<file path="config.mk">
export PLATFORM = sky130hd
export DESIGN_NAME = decode_queue_flat
export DESIGN_NICKNAME = d
export VERILOG_FILES = /design/src/rtl/decode_queue_pkg.sv /design/src/rtl/decode_queue_if.sv /design/src/rtl/rv32i_field_decode.sv /design/src/rtl/decode_queue.sv /design/src/flat_wrapper.sv
export SDC_FILE = /design/constraint.sdc
export NUM_CORES = 2
export LEC_CHECK = 0
export BUFFER_PORTS_ARGS = -buffer_cell sky130_fd_sc_hd__buf_2
export CAP_MARGIN = 10
export CORE_UTILIZATION = 55
export CTS_CLUSTER_SIZE = 30
export DETAILED_ROUTE_END_ITERATION = 6
export HOLD_SLACK_MARGIN = 0.02
export PLACE_DENSITY = 0.7
export SLEW_MARGIN = 20
export SYNTH_ARGS = -nofsm -noshare
export SYNTH_HDL_FRONTEND = slang
export SYNTH_HIERARCHICAL = 1
export SYNTH_SLANG_ARGS = --single-unit
</file>
<file path="constraint.sdc">
create_clock -name clk -period 22.3 [get_ports clk]
set_clock_uncertainty 0.05 [all_clocks]
set_input_delay 2.23 -clock clk [delete_from_list [all_inputs] [get_ports clk]]
set_output_delay 2.23 -clock clk [all_outputs]
set_load 0.1 [all_outputs]
</file>
<file path="src/rtl/decode_queue_pkg.sv">
// Shared decode types for the multi-issue decode queue.
// Contents: RV32I major-opcode enum, decoded instruction struct (inst_t), RVFI template
// struct (rvfi_data_t), queue entry struct (decq_entry_t) and default sizing.
// Optional feature macro: RVFI_DECODE_EN adds the rvfi template to every queue entry.
package decode_queue_pkg;

  parameter int unsigned DECQ_WIDTH = 2;
  parameter int unsigned DECQ_DEPTH = 8;

  typedef enum logic [6:0] {
    OpLoad    = 7'h03,
    OpMiscMem = 7'h0f,
    OpOpImm   = 7'h13,
    OpAuipc   = 7'h17,
    OpStore   = 7'h23,
    OpOp      = 7'h33,
    OpLui     = 7'h37,
    OpBranch  = 7'h63,
    OpJalr    = 7'h67,
    OpJal     = 7'h6f,
    OpSystem  = 7'h73
  } rv32i_opcode_e;

  typedef struct packed {
    logic [6:0]  opcode;
    logic [2:0]  funct3;
    logic [6:0]  funct7;
    logic [4:0]  rs1;
    logic [4:0]  rs2;
    logic [4:0]  rd;
    logic [31:0] i_imm;
    logic [31:0] s_imm;
    logic [31:0] b_imm;
    logic [31:0] u_imm;
    logic [31:0] j_imm;
  } inst_t;

  typedef struct packed {
    logic        valid;
    logic [31:0] inst;
    logic [4:0]  rs1_addr;
    logic [4:0]  rs2_addr;
    logic [4:0]  rd_addr;
    logic [31:0] r1_rdata;
    logic [31:0] r2_rdata;
    logic [31:0] rd_wdata;
    logic [31:0] pc_rdata;
    logic [31:0] pc_wdata;
  } rvfi_data_t;

  typedef struct packed {
    inst_t       inst;
    logic [31:0] pc;
`ifdef RVFI_DECODE_EN
    rvfi_data_t  rvfi;
`endif
  } decq_entry_t;

  // Sign-extend a 12-bit immediate to 32 bits.
  function automatic logic [31:0] sext12(input logic [11:0] v);
    return {{20{v[11]}}, v};
  endfunction

endpackage

</file>
<file path="src/rtl/decode_queue_if.sv">
// Fetch/dispatch handshake bundle for decode_queue.
// Fetch side:    in_valid (prefix mask), in_inst (WIDTH raw words), in_pc (lane 0 PC), in_ready.
// Dispatch side: out_valid, out_inst, out_pc (oldest first), deq_cnt (entries popped).
// Modports: slave = the queue, master = the fetch/dispatch environment.
// Optional feature macro: RVFI_DECODE_EN adds out_rvfi.
interface decode_queue_if import decode_queue_pkg::*; #(
  parameter int unsigned WIDTH = DECQ_WIDTH
);
  localparam int unsigned DcW = $clog2(WIDTH + 1);

  logic [WIDTH-1:0]            in_valid;
  logic [WIDTH*32-1:0]         in_inst;
  logic [31:0]                 in_pc;
  logic                        in_ready;
  logic [WIDTH-1:0]            out_valid;
  inst_t [WIDTH-1:0]           out_inst;
  logic [WIDTH-1:0][31:0]      out_pc;
  logic [DcW-1:0]              deq_cnt;
`ifdef RVFI_DECODE_EN
  rvfi_data_t [WIDTH-1:0]      out_rvfi;
`endif

  modport slave (
`ifdef RVFI_DECODE_EN
    output out_rvfi,
`endif
    input  in_valid,
    input  in_inst,
    input  in_pc,
    input  deq_cnt,
    output in_ready,
    output out_valid,
    output out_inst,
    output out_pc
  );

  modport master (
`ifdef RVFI_DECODE_EN
    input  out_rvfi,
`endif
    output in_valid,
    output in_inst,
    output in_pc,
    output deq_cnt,
    input  in_ready,
    input  out_valid,
    input  out_inst,
    input  out_pc
  );

endinterface

</file>
<file path="src/rtl/rv32i_field_decode.sv">
// Pure combinational single-instruction RV32I field decoder.
// Ports: inst_word (raw 32-bit instruction) -> inst (decoded fields, sign-extended immediates,
// register fields zeroed where the format has no such operand).
// Optional feature macro: RVFI_DECODE_EN adds pc input and rvfi template output.
module rv32i_field_decode import decode_queue_pkg::*; (
  input  logic [31:0] inst_word,
`ifdef RVFI_DECODE_EN
  input  logic [31:0] pc,
  output rvfi_data_t  rvfi,
`endif
  output inst_t       inst
);

  logic zero_rs1, zero_rs2, zero_rd;

  // Formats without an rs1/rs2/rd operand must not report stray encoding bits as registers.
  always_comb begin
    zero_rs1 = 1'b0;
    zero_rs2 = 1'b0;
    zero_rd  = 1'b0;
    case (inst_word[6:0])
      OpLui, OpAuipc, OpJal: begin
        zero_rs1 = 1'b1;
        zero_rs2 = 1'b1;
      end
      OpLoad, OpOpImm, OpJalr: zero_rs2 = 1'b1;
      OpBranch, OpStore:       zero_rd  = 1'b1;
      default: ;
    endcase
  end

  always_comb begin
    inst        = '0;
    inst.opcode = inst_word[6:0];
    inst.funct3 = inst_word[14:12];
    inst.funct7 = inst_word[31:25];
    inst.rs1    = zero_rs1 ? 5'd0 : inst_word[19:15];
    inst.rs2    = zero_rs2 ? 5'd0 : inst_word[24:20];
    inst.rd     = zero_rd  ? 5'd0 : inst_word[11:7];
    inst.i_imm  = sext12(inst_word[31:20]);
    inst.s_imm  = sext12({inst_word[31:25], inst_word[11:7]});
    inst.b_imm  = {{19{inst_word[31]}}, inst_word[31], inst_word[7], inst_word[30:25],
                   inst_word[11:8], 1'b0};
    inst.u_imm  = {inst_word[31:12], 12'h000};
    inst.j_imm  = {{11{inst_word[31]}}, inst_word[31], inst_word[19:12], inst_word[20],
                   inst_word[30:21], 1'b0};
  end

`ifdef RVFI_DECODE_EN
  // Data fields are left zero; later pipeline stages fill them in.
  always_comb begin
    rvfi          = '0;
    rvfi.inst     = inst_word;
    rvfi.rs1_addr = inst.rs1;
    rvfi.rs2_addr = inst.rs2;
    rvfi.rd_addr  = inst.rd;
    rvfi.pc_rdata = pc;
    rvfi.pc_wdata = pc + 32'd4;
  end
`endif

endmodule

</file>
<file path="src/rtl/decode_queue.sv">
// Multi-issue decode queue: decodes up to WIDTH fetched instructions per cycle and buffers
// them in an in-order circular queue of DEPTH entries; dispatch pops 0..WIDTH per cycle.
// Ports: clk, rst (synchronous, active high), flush (empties queue, drops same-cycle traffic),
// bus (decode_queue_if.slave: fetch and dispatch handshakes), occupancy (entry count).
// Optional feature macro: RVFI_DECODE_EN stores an rvfi template per entry (bus.out_rvfi).
module decode_queue import decode_queue_pkg::*; #(
  parameter int unsigned WIDTH = DECQ_WIDTH,
  parameter int unsigned DEPTH = DECQ_DEPTH
) (
  input  logic                       clk,
  input  logic                       rst,
  input  logic                       flush,
  decode_queue_if.slave              bus,
  output logic [$clog2(DEPTH+1)-1:0] occupancy
);

  localparam int unsigned PtrW = $clog2(DEPTH);
  localparam int unsigned CntW = $clog2(DEPTH + 1);

  typedef logic [PtrW-1:0] ptr_t;
  typedef logic [CntW-1:0] cnt_t;

  decq_entry_t lane_entry [WIDTH];
  decq_entry_t mem_q      [DEPTH];

  ptr_t head_q, head_d;
  ptr_t tail_q, tail_d;
  cnt_t count_q, count_d;

  cnt_t n_lead, n_enq, n_deq, deq_ext;
  logic enq_fire;
  logic seen_gap;

  // Per-lane decode ahead of the queue write.
  for (genvar g = 0; g < WIDTH; g++) begin : g_lane
    logic [31:0] lane_pc;
    inst_t       lane_inst;
    decq_entry_t lane_e;
`ifdef RVFI_DECODE_EN
    rvfi_data_t  lane_rvfi;
`endif

    assign lane_pc = bus.in_pc + 32'(4 * g);

    rv32i_field_decode u_decode (
      .inst_word (bus.in_inst[32*g +: 32]),
`ifdef RVFI_DECODE_EN
      .pc        (lane_pc),
      .rvfi      (lane_rvfi),
`endif
      .inst      (lane_inst)
    );

    always_comb begin
      lane_e      = '0;
      lane_e.inst = lane_inst;
      lane_e.pc   = lane_pc;
`ifdef RVFI_DECODE_EN
      lane_e.rvfi = lane_rvfi;
`endif
    end

    assign lane_entry[g] = lane_e;
  end

  // Only the leading contiguous run of valid lanes is accepted; a gap ends the group.
  always_comb begin
    n_lead   = '0;
    seen_gap = 1'b0;
    for (int i = 0; i < WIDTH; i++) begin
      if (bus.in_valid[i] && !seen_gap) begin
        n_lead = n_lead + cnt_t'(1);
      end else begin
        seen_gap = 1'b1;
      end
    end
  end

  // No deq_cnt bypass: readiness depends on registered occupancy only.
  assign bus.in_ready = (count_q <= cnt_t'(DEPTH - WIDTH));

  assign enq_fire = bus.in_ready && (n_lead != '0) && !flush;
  assign n_enq    = enq_fire ? n_lead : '0;
  assign deq_ext  = cnt_t'(bus.deq_cnt);

  // Over-request is clamped to what is actually held.
  always_comb begin
    n_deq = '0;
    if (!flush) begin
      n_deq = (deq_ext > count_q) ? count_q : deq_ext;
    end
  end

  always_comb begin
    head_d  = head_q + ptr_t'(n_deq);
    tail_d  = tail_q + ptr_t'(n_enq);
    count_d = count_q + n_enq - n_deq;
    if (flush) begin
      head_d  = '0;
      tail_d  = '0;
      count_d = '0;
    end
  end

  always_ff @(posedge clk) begin
    if (rst) begin
      head_q  <= '0;
      tail_q  <= '0;
      count_q <= '0;
    end else begin
      head_q  <= head_d;
      tail_q  <= tail_d;
      count_q <= count_d;
    end
  end

  // Entry storage has no reset; out_valid masks stale contents.
  always_ff @(posedge clk) begin
    if (!rst && enq_fire) begin
      for (int i = 0; i < WIDTH; i++) begin
        if (cnt_t'(i) < n_lead) begin
          mem_q[tail_q + ptr_t'(i)] <= lane_entry[i];
        end
      end
    end
  end

  always_comb begin
    bus.out_valid = '0;
    bus.out_inst  = '0;
    bus.out_pc    = '0;
`ifdef RVFI_DECODE_EN
    bus.out_rvfi  = '0;
`endif
    for (int i = 0; i < WIDTH; i++) begin
      bus.out_valid[i] = (count_q > cnt_t'(i));
      bus.out_inst[i]  = mem_q[head_q + ptr_t'(i)].inst;
      bus.out_pc[i]    = mem_q[head_q + ptr_t'(i)].pc;
`ifdef RVFI_DECODE_EN
      bus.out_rvfi[i]  = mem_q[head_q + ptr_t'(i)].rvfi;
`endif
    end
  end

  assign occupancy = count_q;

  // A prefix mask plus one has no bits in common with the mask itself.
  logic [WIDTH-1:0] valid_inc;
  assign valid_inc = bus.in_valid + WIDTH'(1);

  a_in_valid_prefix: assert property (@(posedge clk) disable iff (rst)
    ((bus.in_valid & valid_inc) == '0));

  a_deq_within_count: assert property (@(posedge clk) disable iff (rst)
    (flush || (deq_ext <= count_q)));

endmodule

</file>
<file path="src/flat_wrapper.sv">
// flat-port wrapper written by rule: the top's interface ports become plain ports
module decode_queue_flat import decode_queue_pkg::*;
#(
  parameter int unsigned WIDTH = DECQ_WIDTH,
  parameter int unsigned DEPTH = DECQ_DEPTH
)
  (clk, rst, flush, occupancy, bus_in_valid, bus_in_inst, bus_in_pc, bus_deq_cnt, bus_in_ready, bus_out_valid, bus_out_inst, bus_out_pc);
  decode_queue_if #(.WIDTH(WIDTH)) bus_i ();
  input  logic clk;
  input  logic rst;
  input  logic flush;
  output logic [$clog2(DEPTH+1)-1:0] occupancy;
  input wire logic [$bits(bus_i.in_valid)-1:0] bus_in_valid;
  input wire logic [$bits(bus_i.in_inst)-1:0] bus_in_inst;
  input wire logic [$bits(bus_i.in_pc)-1:0] bus_in_pc;
  input wire logic [$bits(bus_i.deq_cnt)-1:0] bus_deq_cnt;
  output wire logic [$bits(bus_i.in_ready)-1:0] bus_in_ready;
  output wire logic [$bits(bus_i.out_valid)-1:0] bus_out_valid;
  output wire logic [$bits(bus_i.out_inst)-1:0] bus_out_inst;
  output wire logic [$bits(bus_i.out_pc)-1:0] bus_out_pc;
  assign bus_i.in_valid = bus_in_valid;
  assign bus_i.in_inst = bus_in_inst;
  assign bus_i.in_pc = bus_in_pc;
  assign bus_i.deq_cnt = bus_deq_cnt;
  assign bus_in_ready = bus_i.in_ready;
  assign bus_out_valid = bus_i.out_valid;
  assign bus_out_inst = bus_i.out_inst;
  assign bus_out_pc = bus_i.out_pc;
  decode_queue #(.WIDTH(WIDTH), .DEPTH(DEPTH)) u_core (.clk(clk), .rst(rst), .flush(flush), .bus(bus_i), .occupancy(occupancy));
endmodule
</file>
**Word level (Yosys, flattened, before mapping)**

Memory sizes are Yosys's and may differ from the RTL's. A register that Yosys moved wholly into a read port is not among the register bits.
Index checks and enable logic that the tools add are counted.

- Word-level logic and storage cells: 72
- Output and inout port bits: 455
- Flip-flop bits (word level): 10
- Input bits: 103
- Memories kept: 1
- Bits in writable memories: 1680

Memory list:

| memory | depth | bits a word | rd ports | clocked after Yosys merged registers in | wr ports | RTL line | RTL |
|---|---|---|---|---|---|---|---|
| u_core.mem_q | 8 | 210 | 2 | 1 | 2 | decode_queue.sv:24 | `decq_entry_t mem_q [DEPTH];` |

- Reduce and logical (&&, ||, !) cells: 14
- $lt $le $gt $ge: 6
- Equality and inequality tests: 16
- Multiplexer cells: 24
- $add $sub $neg: 8

Operator list:

| kind | count |
|---|---|
| $eq A7 B7 Y1 const B | 6 |
| $add A32 B3 Y32 const B | 1 |
| $mux W5 | 6 |
| $eq A7 B5 Y1 const B | 4 |
| $eq A7 B6 Y1 const B | 4 |
| $mux W4 | 4 |
| $eq A7 B2 Y1 const B | 2 |
| $mux W1 | 13 |
| $reduce_or A6 Y1 | 2 |
| $gt A4 B1 Y1 const B | 2 |
| $lt A1 B4 Y1 const A | 2 |
| $add A3 B1 Y3 const B | 2 |
| $add A3 B3 Y3 | 2 |
| $reduce_or A2 Y1 | 3 |
| $reduce_or A3 Y1 | 2 |
| $add A4 B4 Y4 | 1 |
| $gt A2 B4 Y1 | 1 |
| $le A4 B3 Y1 const B | 1 |
| $logic_and A1 B1 Y1 | 4 |
| $reduce_bool A4 Y1 | 1 |
| $sub A4 B4 Y4 | 1 |
| $mux W3 | 1 |
| $add A1 B1 Y2 const B | 1 |
| $logic_not A1 Y1 | 2 |

**Depth between registers and ports, before layout**

- Depth in word-level cells: 9
- Depth in mapped cells: 13
- Gate-level depth less buffers: 13

**Modules after synthesis**

The synthesis kept the hierarchy.

By module, submodules not included:

| module | times used | seq. area each (um^2) | area each (um^2) | cells an instance |
|---|---|---|---|---|
| decode_queue | 1 | 54011.8 | 105235.9 | 9440 |
| rv32i_field_decode | 2 | 0.0 | 1527.7 | 204 |

**Least setup slack after synthesis**

Ideal clock, no wire load.

- Kind: input-to-reg
- Start: input bus_in_valid[0]
- End: memory u_core/mem_q[0][0] (netlist bit), enable pin
- Data arrival time: 19.147 ns
- Slack: 1.967 ns
- Stages on the path: 4
- Required time: 21.114 ns
- Library setup time: 1.136 ns
- Path buffers: 0
- Path through: nor2b_1 -> nand2_1 -> or3_1 -> o31ai_1

RTL lines:

| item | RTL line | RTL |
|---|---|---|
| from (decl) | flat_wrapper.sv:13 | `input wire logic [$bits(bus_i.in_valid)-1:0] bus_in_valid;` |
| to (decl) | decode_queue.sv:24 |  |

**Worst setup path in the final report**

- Start: register u_core.head_q[0]
- End: output bus_out_inst[307]

- Longest elaborated chain between the ends: 2

RTL lines:

| item | RTL line | RTL |
|---|---|---|
| from (decl) | decode_queue.sv:26 | `ptr_t head_q, head_d;` |
| from (signal assigned) | decode_queue.sv:107 | `head_q <= '0;` |
| from (signal assigned) | decode_queue.sv:111 | `head_q <= head_d;` |
| $add A3 B1 Y3 | decode_queue.sv:137 | `bus.out_inst[i] = mem_q[head_q + ptr_t'(i)].inst;` |
| $mem_v2 Z8 W210 | -- |  |
| to (decl) | flat_wrapper.sv:19 | `output wire logic [$bits(bus_i.out_inst)-1:0] bus_out_inst;` |

No other way between the ends.

==> impl_results.md <==
- Final setup vio count: 0
- Setup ws final: between 10 and 15 ns
- Logic pwr share: 0.226
- Port Buffer Count: between 500 and 600
- Layout cells sized above 1: 0.249
- Total Wirelength: between 300,000 and 400,000 µm
- Asr flop ratio synth: 0
- CP max-delay cell: dfxtp_4
- Synthesis warning total: 6
- Unique cell type count in the Yosys netlist: 52
- CTS H-tree depth: 4
- WP data arrival: 6.37 ns
- Post-CTS Hold Buffers: 0
- Initial cell density of the core: 0.555
- Crit end category: output port
- Synth top area share: 0.497
- Post-CTS setup buffer count: 0
- FF-to-FF path depth: 7
- Post-Syn Area: 108,000 µm²
- FP Rows: 162
- Unrepaired setup endpoints after global routing: false
- Most numerous cell in the Yosys netlist: nand2_1
- Post-cts resize count: 0
- Sequential share of power: 0.415
- Num ports: 558
- Drt wl/cell: slightly below 30 µm
- Reg2reg end: u_core/mem_q[3][124]
- Final Slew Violations: 0
- Largest net degree at the start of global routing: 241
- Setup TNS: 0 ns
- Register area share after synthesis: 0.499
- CTS Buf Count: between 150 and 200
- Total GRT Usage: 0.354
- Grt ovf: 0
- Post-Synthesis Cells: approximately 10,000
- Initial antenna violation count: 28
- # DRC: 0
- GP Congestion: 0.852
- Reg-to-reg slack, setup: 16.49 ns
- Top post-synthesis cells by area: edfxtp_1, mux4_2, nand2_1
- Worst vdd ir: 0.0639 mV
- Die Y-Extent: 446 µm
- Rel. slew slack: 0.175
- Critical Path Start: u_core/head_q[0]
- First-pass GRT wire length: 515,000 µm
- Max cap viols: 0
- F_max: approximately 120 MHz
- Vias in the first global route: 77,478
- Setup CP Type: reg2out
- Die X: 446 µm
- EDFF count, synth: 1,792
- Sw Share: 0.323
- Pwr/cell area: a little under 80 nW/µm²
- Critical Path RT: 20.02 ns
- Tmin final: 8.65 ns
- Clk_lat worst skew: around 0.86 ns
- List of most frequent post-synthesis cells: nand2_1, edfxtp_1, mux4_2
- CTS clk-pin slew, worst paths: approximately 0.06 ns
- CP startpoint kind: flip-flop
- Area growth from synthesis to layout: 6.42%
- Outcome: completed
- CTS tree: built
- Via count: 77,806
- Post-synth top area cell: edfxtp_1
- Clock share of power: 0.359
- Die area: roughly 200,000 µm²
- CTS root buf: clkbuf_16
- Avg Cell Area, Syn: 11.0 µm²
- P_sw: 2.96 mW
- Crit-path cells: ha_4 -> buf_4 -> buf_4 -> buf_4 -> mux4_2 -> mux2_2 -> buf_2
- Initial DRC count: 9,987
- Internal power: 6.21 mW
- Worst flop-to-flop path startpoint: u_core/occupancy[2]
- Antenna Nets Post-Route: 0
- # fillers: 15,340
- Setup crit end: bus_out_inst[307]
- Hold crit path type: reg2reg
- Number of nets in the layout: 9,500
- Avg Vias per Cell: 6.38
- CTS Buffer Depth: 3
- Register bit total from synthesis: 1,802
- Fin crit share: 0.388
- HPWL after DPL: ~190,000 µm
- Core area: 195,000 µm²
- Most used flip-flop cell after synthesis: edfxtp_1
- Pre-antenna DRT Iters: 6
- Cell mode on critical path: buf_4
- Lkg Pwr: 43.6 nW
- CP max FO: 59
- Final hold viol count: 0
- Worst slew pin tran: 1.24 ns
- Max stage delay on crit path: 0.99 ns
- Clock sinks: 1,802
- Place WS: 14.54 ns
[flip-flops by register name (all words and copies together) (netlist names)]
signal / count
u_core/head_q: 3
u_core/tail_q: 3
u_core/occupancy: 4
u_core/mem_q: 1792
[worst min-delay path by stage]
| stage | slack [ns] | cells after the start | start | endpoint |
|---|---|---|---|---|
| after detailed placement | 0.65 | 3 | u_core/occupancy[3] | u_core/occupancy[3] |
| after floorplan | 0.53 | 2 | u_core/head_q[0] | u_core/head_q[0] |
| final | 0.67 | 3 | u_core/occupancy[3] | u_core/occupancy[3] |
| after global routing | 0.72 | 2 | u_core/occupancy[0] | u_core/occupancy[0] |
| after global placement | 0.63 | 2 | u_core/occupancy[0] | u_core/occupancy[0] |
| after CTS | 0.67 | 2 | u_core/occupancy[0] | u_core/occupancy[0] |
[cell usage in the layout, fill, tap and decap left out, types with 23 or more instances in the layout]
cell	instances
diode_2	23
mux2_2	448
buf_2	549
conb_1	29
buf_4	121
edfxtp_1	1792
clkbuf_16	203
xnor2_1	122
clkbuf_1	35
xor2_1	115
clkinv_1	38
clkinv_2	45
nor2_1	162
mux4_2	896
nand2_1	4727
[layout make-up]
type / instances / area (µm²) / share of cell area
clock buffer: 238 / 5210 / 0.0452
multi-input combinational: 6665 / 47300 / 0.410
antenna: 23 / 57.6 / 0.000499
timing repair buffer: 698 / 4200 / 0.0364
inverter: 18 / 67.6 / 0.000586
sequential: 1802 / 54000 / 0.469
tap: 2624 / 3280 / 0.0285
clock inverter: 118 / 1140 / 0.00987
[worst max-delay path: cells and delay by family (launching register included)]
| kind | cells | cell delay, ns |
|---|---|---|
| DFF | 1 | 0.99 |
| buffers and inverters | 4 | 2.83 |
| muxes | 2 | 0.73 |
| adders and majority gates | 1 | 0.77 |
[per-stage QoR]
step / hold slack (ns) / total power, mW / utilization / instances / area, µm²
after floorplan: 0.528 / 5.61 / - / 9874 / 108000
after global placement: 0.630 / 5.91 / 0.557 / 11804 / 109000
after detailed placement: 0.653 / 5.93 / 0.557 / 11805 / 109000
after CTS: 0.670 / 9.17 / 0.590 / 12161 / 115000
after global routing: 0.717 / 9.39 / 0.590 / 12183 / 115000
final: 0.672 / 9.17 / 0.590 / 12186 / 115000
[power by group through the flow]
stage | sequential (mW) | combinational (mW) | clock, mW
final | 3.81 | 2.07 | 3.29
after global placement | 3.87 | 2.03 | 0
after global routing | 3.81 | 2.15 | 3.43
after detailed placement | 3.88 | 2.06 | 0
after floorplan | 3.90 | 1.71 | 0
after CTS | 3.81 | 2.06 | 3.31
[cells by family after synthesis]
| group | after synthesis | synth area share |
|---|---|---|
| AND/OR/NAND/NOR | 5017 | 0.177 |
| flip-flops | 1802 | 0.499 |
| buffers and inverters | 1407 | 0.0679 |
| multiplexers | 1345 | 0.233 |
| XOR/XNOR | 240 | 0.0195 |
| AO/OA/AOI/OAI | 18 | 0.00110 |
| adder cells (fa/ha/maj) | 16 | 0.00213 |
| other | 3 | 0.000104 |
[metal layers]
metal,up-vias,global-route usage,part of all wire
li1,32567,-,-
met1,38396,0.438,0.34
met2,5624,0.567,0.47
met3,1211,0.0691,0.12
met4,8,0.236,0.075
met5,-,0,0.00015
(Power assumes the default switching activity.)
